$ cat src/rtl/fir_host_ctrl.sv
// Host-side sequencer for the FIR engine: streams samples into sample memory,
// kicks the FIR, waits for completion (with timeout) and streams results out.
module fir_host_ctrl #(
  parameter int DATA_W  = 16,
  parameter int ADDR_W  = 10,
  parameter int TIMEOUT = 4096
) (
  input  logic              clk,
  input  logic              rst,
  input  logic              cmd_valid,
  output logic              cmd_ready,
  input  logic [ADDR_W-1:0] cmd_len,
  input  logic              s_valid,
  output logic              s_ready,
  input  logic [DATA_W-1:0] s_data,
  output logic              mem_we,
  output logic [ADDR_W-1:0] mem_addr,
  output logic [DATA_W-1:0] mem_wdata,
  output logic              mem_re,
  input  logic [DATA_W-1:0] mem_rdata,
  output logic              START,
  input  logic              pracuje,
  input  logic              DONE,
  output logic              m_valid,
  input  logic              m_ready,
  output logic [DATA_W-1:0] m_data,
  output logic              busy,
  output logic              err_timeout
);

  localparam int CNT_W = $clog2(TIMEOUT) + 1;

  typedef enum logic [2:0] {IDLE, LOAD, KICK, WAIT, RD, HOLD, ERR} state_t;

  state_t             state_q, state_d;
  logic [ADDR_W-1:0]  idx_q, idx_d, len_q, len_d;
  logic [CNT_W-1:0]   cnt_q, cnt_d;
  logic               m_valid_q, m_valid_d, fresh_q, fresh_d, err_q, err_d;
  logic [DATA_W-1:0]  m_data_q, m_data_d;
  logic               last;

  // The FIR busy flag carries no control meaning here; completion is DONE alone.
  logic unused_pracuje;
  assign unused_pracuje = pracuje;

  assign last = (idx_q == len_q - 1'b1);

  always_ff @(posedge clk) begin
    if (rst) begin
      state_q   <= IDLE;
      idx_q     <= '0;
      len_q     <= '0;
      cnt_q     <= '0;
      m_valid_q <= 1'b0;
      fresh_q   <= 1'b0;
      m_data_q  <= '0;
      err_q     <= 1'b0;
    end else begin
      state_q   <= state_d;
      idx_q     <= idx_d;
      len_q     <= len_d;
      cnt_q     <= cnt_d;
      m_valid_q <= m_valid_d;
      fresh_q   <= fresh_d;
      m_data_q  <= m_data_d;
      err_q     <= err_d;
    end
  end

  always_comb begin
    state_d   = state_q;
    idx_d     = idx_q;
    len_d     = len_q;
    cnt_d     = cnt_q;
    m_valid_d = m_valid_q;
    fresh_d   = 1'b0;
    m_data_d  = m_data_q;
    err_d     = err_q;
    cmd_ready = 1'b0;
    s_ready   = 1'b0;
    mem_we    = 1'b0;
    mem_re    = 1'b0;
    START     = 1'b0;
    case (state_q)
      IDLE: begin
        cmd_ready = 1'b1;
        if (cmd_valid && cmd_len != '0) begin
          len_d   = cmd_len;
          idx_d   = '0;
          err_d   = 1'b0;
          state_d = LOAD;
        end
      end
      LOAD: begin
        s_ready = 1'b1;
        if (s_valid) begin
          mem_we = 1'b1;
          if (last) begin
            idx_d   = '0;
            state_d = KICK;
          end else begin
            idx_d = idx_q + 1'b1;
          end
        end
      end
      KICK: begin
        START   = 1'b1;
        cnt_d   = '0;
        state_d = WAIT;
      end
      WAIT: begin
        // DONE wins over a timeout landing in the same cycle
        if (DONE) begin
          state_d = RD;
        end else if (cnt_q == CNT_W'(TIMEOUT - 1)) begin
          err_d   = 1'b1;
          state_d = ERR;
        end else begin
          cnt_d = cnt_q + 1'b1;
        end
      end
      RD: begin
        mem_re    = 1'b1;
        m_valid_d = 1'b1;
        fresh_d   = 1'b1;
        state_d   = HOLD;
      end
      HOLD: begin
        if (fresh_q) m_data_d = mem_rdata;
        if (m_ready) begin
          m_valid_d = 1'b0;
          if (last) begin
            state_d = IDLE;
          end else begin
            idx_d   = idx_q + 1'b1;
            state_d = RD;
          end
        end
      end
      ERR:     state_d = IDLE;
      default: state_d = IDLE;
    endcase
    if (rst) begin
      cmd_ready = 1'b0;
      s_ready   = 1'b0;
      mem_we    = 1'b0;
      mem_re    = 1'b0;
      START     = 1'b0;
    end
  end

  // Read data is forwarded on the HOLD entry cycle so results can flow every 2 cycles.
  assign m_data      = fresh_q ? mem_rdata : m_data_q;
  assign m_valid     = m_valid_q;
  assign mem_addr    = idx_q;
  assign mem_wdata   = s_data;
  assign busy        = (state_q != IDLE);
  assign err_timeout = err_q;

endmodule

$ cat config.mk
export PLATFORM = sky130hd
export DESIGN_NAME = fir_host_ctrl
export DESIGN_NICKNAME = d
export VERILOG_FILES = /design/src/rtl/fir_host_ctrl.sv
export SDC_FILE = /design/constraint.sdc
export NUM_CORES = 1
export LEC_CHECK = 0
export ABC_AREA = 1
export ABC_CLOCK_PERIOD_IN_PS = 2200
export BUFFER_PORTS_ARGS = -buffer_cell sky130_fd_sc_hd__buf_4
export CAP_MARGIN = 10
export CORE_MARGIN = 8
export CORE_UTILIZATION = 40
export CTS_BUF_LIST = sky130_fd_sc_hd__clkbuf_4 sky130_fd_sc_hd__clkbuf_8
export CTS_CLUSTER_SIZE = 30
export DETAILED_ROUTE_END_ITERATION = 12
export PLACE_DENSITY = 0.7
export SLEW_MARGIN = 15
export SYNTH_ARGS = -nofsm -noshare
export SYNTH_HDL_FRONTEND = slang
export SYNTH_SLANG_ARGS = --single-unit
export TNS_END_PERCENT = 100
$ cat constraint.sdc
create_clock -name clk -period 2.2 [get_ports clk]
set_input_delay 0.11 -clock clk [delete_from_list [all_inputs] [get_ports clk]]
set_output_delay 0.11 -clock clk [all_outputs]
set_load 0.05 [all_outputs]
==> impl_metrics.json <==
{
  "drive_above_1_share_pct": 18.9,
  "wl_per_cell_um": 12.0,
  "drt_iter0_drc": 131,
  "fin_nets": 607,
  "design_area_sq_um": 3860,
  "synth_seq_cells": 55,
  "cts_buffer_depth": 2,
  "fill_cells": 875,
  "worstReg2RegStart": "len_q[0]",
  "initial_core_util_pct": 40.5,
  "grt_max_degree": 34,
  "die_x_um": 106,
  "fin_crit_sh_pct": 89.3,
  "slew_violations": 0,
  "antenna_found_initial": 0,
  "io_buffers": 65,
  "num_rows": 33,
  "worstMarginPinSlew_ns": 0.663,
  "crit_path_end": "mem_addr[5]",
  "syn_nets": 561,
  "cts_buffers": 5,
  "clk_root_buffer_cell": "clkbuf_8",
  "end_kind": "register",
  "synthCells": 509,
  "drv_cap": 0,
  "post_dp_cell_area_sq_um": 3730,
  "die_height_um": 106,
  "cp-start-kind": "register",
  "htreeDepth": 2,
  "grt_remaining_overflow": 0,
  "vias_per_cell": 4.87,
  "gp_congestion": 0.891,
  "final_common_cell": "nand2_1",
  "setup_viol": 0,
  "grt_pass1_wl_um": 13200,
  "path_clk_slew_ns": 0.11,
  "antenna_cells": 0,
  "required_ns": 2.42,
  "startpoint": "len_q[0]",
  "vias": 3217,
  "hpwlAfterDp_um": 6180,
  "holdCritPathClass": "primary input to register",
  "dieArea_sq_um": 11300,
  "final.setup.tns_ns": 0,
  "grt_pass1_vias": 2929,
  "critPathKind": "register to register",
  "clk_latency_ns": 0.31,
  "clock_sinks": 55,
  "avgSynthCellArea_sq_um": 6.43,
  "power.density_nw_per_um2": 1180,
  "cp_cell_sequence": "inv_2 -> ha_1 -> inv_1 -> nand2_1 -> nand2_1 -> nand2_1 -> nand2_1 -> nand3_1 -> nor2_1 -> nand4_4 -> nand2_2 -> nand2_2 -> a21oi_1 -> nor2_1",
  "drc": 0,
  "dp_slack_ns": 0.254,
  "routed_wl_um": 7920,
  "synth_area_sq_um": 3270,
  "worstRegToRegCells": 14,
  "status": "finished, final reports clean",
  "finalHoldViolCount": 0,
  "synth_top_cell_by_area": "dfxtp_1",
  "critPathMaxStageDelay_ns": 0.36,
  "reg2reg_slack_ns": 0.23,
  "syn_to_final_growth_pct": 18.0,
  "crit_fanout": 7,
  "dp_cells": 652,
  "ys_warn_count": 0,
  "post_cts_buffers": 0,
  "cts_tree": "yes",
  "most-common-layout-cells": "110 x nand2_1, 68 x inv_1, 68 x buf_4",
  "ant_nets": 0,
  "slew_headroom_pct": 55.7,
  "first_pass_iters": 6,
  "gr-usage-all-layers_pct": 13.9,
  "skew_ns": 0.0129,
  "leakage_uw": 0.00171,
  "synth_top_area_share_pct": 33.6,
  "ys_types": 33,
  "rsz0062_at_grt": "false",
  "cpMostUsedCell": "nand2_1",
  "arrival_ns": 2.18,
  "instances_no_fill": 661,
  "ir_drop_uv": 376,
  "ys.flop_type": "dfxtp_1",
  "synth_edf_count": 0,
  "synth_seq_area_share_pct": 33.6,
  "r2r_end": "mem_addr[5]",
  "num_io_pins": 99,
  "coreArea_sq_um": 8090,
  "setup_ws_ns": 0.234,
  "power_uw": 4550,
  "fmax_mhz": 509,
  "ys_top_cells_by_area": "dfxtp_1 34%, nand2_1 13%, inv_1 7.8%",
  "async_flop_share_pct": 0,
  "fin_crit_ns": 1.97,
  "crit_slowest_cell": "dfxtp_1"
}
[worst min path at each step]
stage / from / to / slack (ns) / cells past startpoint
6_report: cmd_len[8] / len_q[8] / 0.04 / 3
3_3_place_gp: s_data[0] / mem_wdata[0] / 0.22 / 0
5_1_grt: cmd_len[8] / len_q[8] / 0.03 / 3
4_1_cts: cmd_len[8] / len_q[8] / 0.02 / 3
2_1_floorplan: m_ready / m_valid / 0.21 / 1
3_5_place_dp: s_data[0] / mem_wdata[0] / 0.22 / 0
[what timing repair did]
action / CTS / global route
setup endpoints to repair: 0 / 4
hold buffers: 1 / 0
hold endpoints to repair: 1 / 0
gates resized for setup: 0 / 1
[per-stage QoR]
stage | hold slack [ns] | utilization (%)
6_report | 0.0358 | 47.7
5_1_grt | 0.0260 | 47.7
4_1_cts | 0.0194 | 47.6
3_5_place_dp | 0.220 | 46.1
3_3_place_gp | 0.220 | 46.1
2_1_floorplan | 0.210 | -
[flip-flops by register name, summed over array words and instances, names as in the netlist]
register,flops
m_data_q,16
cnt_q,13
len_q,10
mem_addr,10
state_q,3
err_timeout,1
fresh_q,1
m_valid,1
[cell usage after synthesis (5+ instances only)]
cell type,number
clkbuf_1,11
inv_2,5
nor2_2,7
nand2_2,9
a21oi_1,47
nand3_1,18
nand2_1,110
dfxtp_1,55
xor2_1,7
buf_4,17
inv_1,68
o21ai_0,50
nor3_1,10
nor2_1,60
a211oi_1,5
[critical path: cells and delay by family (launching register included)]
kind	cells	cell delay, ns
and+or+nand+nor	10	0.96
DFF	1	0.36
adders and majority gates	1	0.25
AOI/OAI and AO/OA	1	0.17
buffers and inverters	2	0.14
[logic make-up (layout without fill, tap and decap cells)]
logic type               Yosys count  after routing  synth area share, %
AO/OA/AOI/OAI                    117            117                 19.4
AND/OR/NAND/NOR                  223            223                 29.5
buffers and inverters            103            150                 14.1
XOR/XNOR                           8              8                 2.14
flip-flops                        55             55                 33.6
adder cells (fa/ha/maj)            3              3                 1.15
[power by group]
part | total (uW) | internal (uW) | switching [uW]
registers | 1360 | 1190 | 167
logic | 2490 | 754 | 1740
clock network | 702 | 346 | 356
[area by class of cell]
cell class | count | area (sq um) | share of cell area [%]
timing repair buffer | 69 | 520 | 13.5
sequential | 55 | 1100 | 28.5
clock buffer | 5 | 68.8 | 1.78
multi-input combinational | 351 | 1720 | 44.5
inverter | 73 | 274 | 7.09
clock inverter | 3 | 47.5 | 1.23
tap | 105 | 131 | 3.40
[layer usage]
layer	GRT usage, %	vias to the layer above	share of wire [%]	routed length (um)
met5	0	-	0	0
met4	3.92	0	0.69	55
met3	3.09	8	4.6	364
li1	-	1713	-	-
met1	16.7	1445	45	3580
met2	24.1	51	50	3920
(Power assumes the default switching activity.)
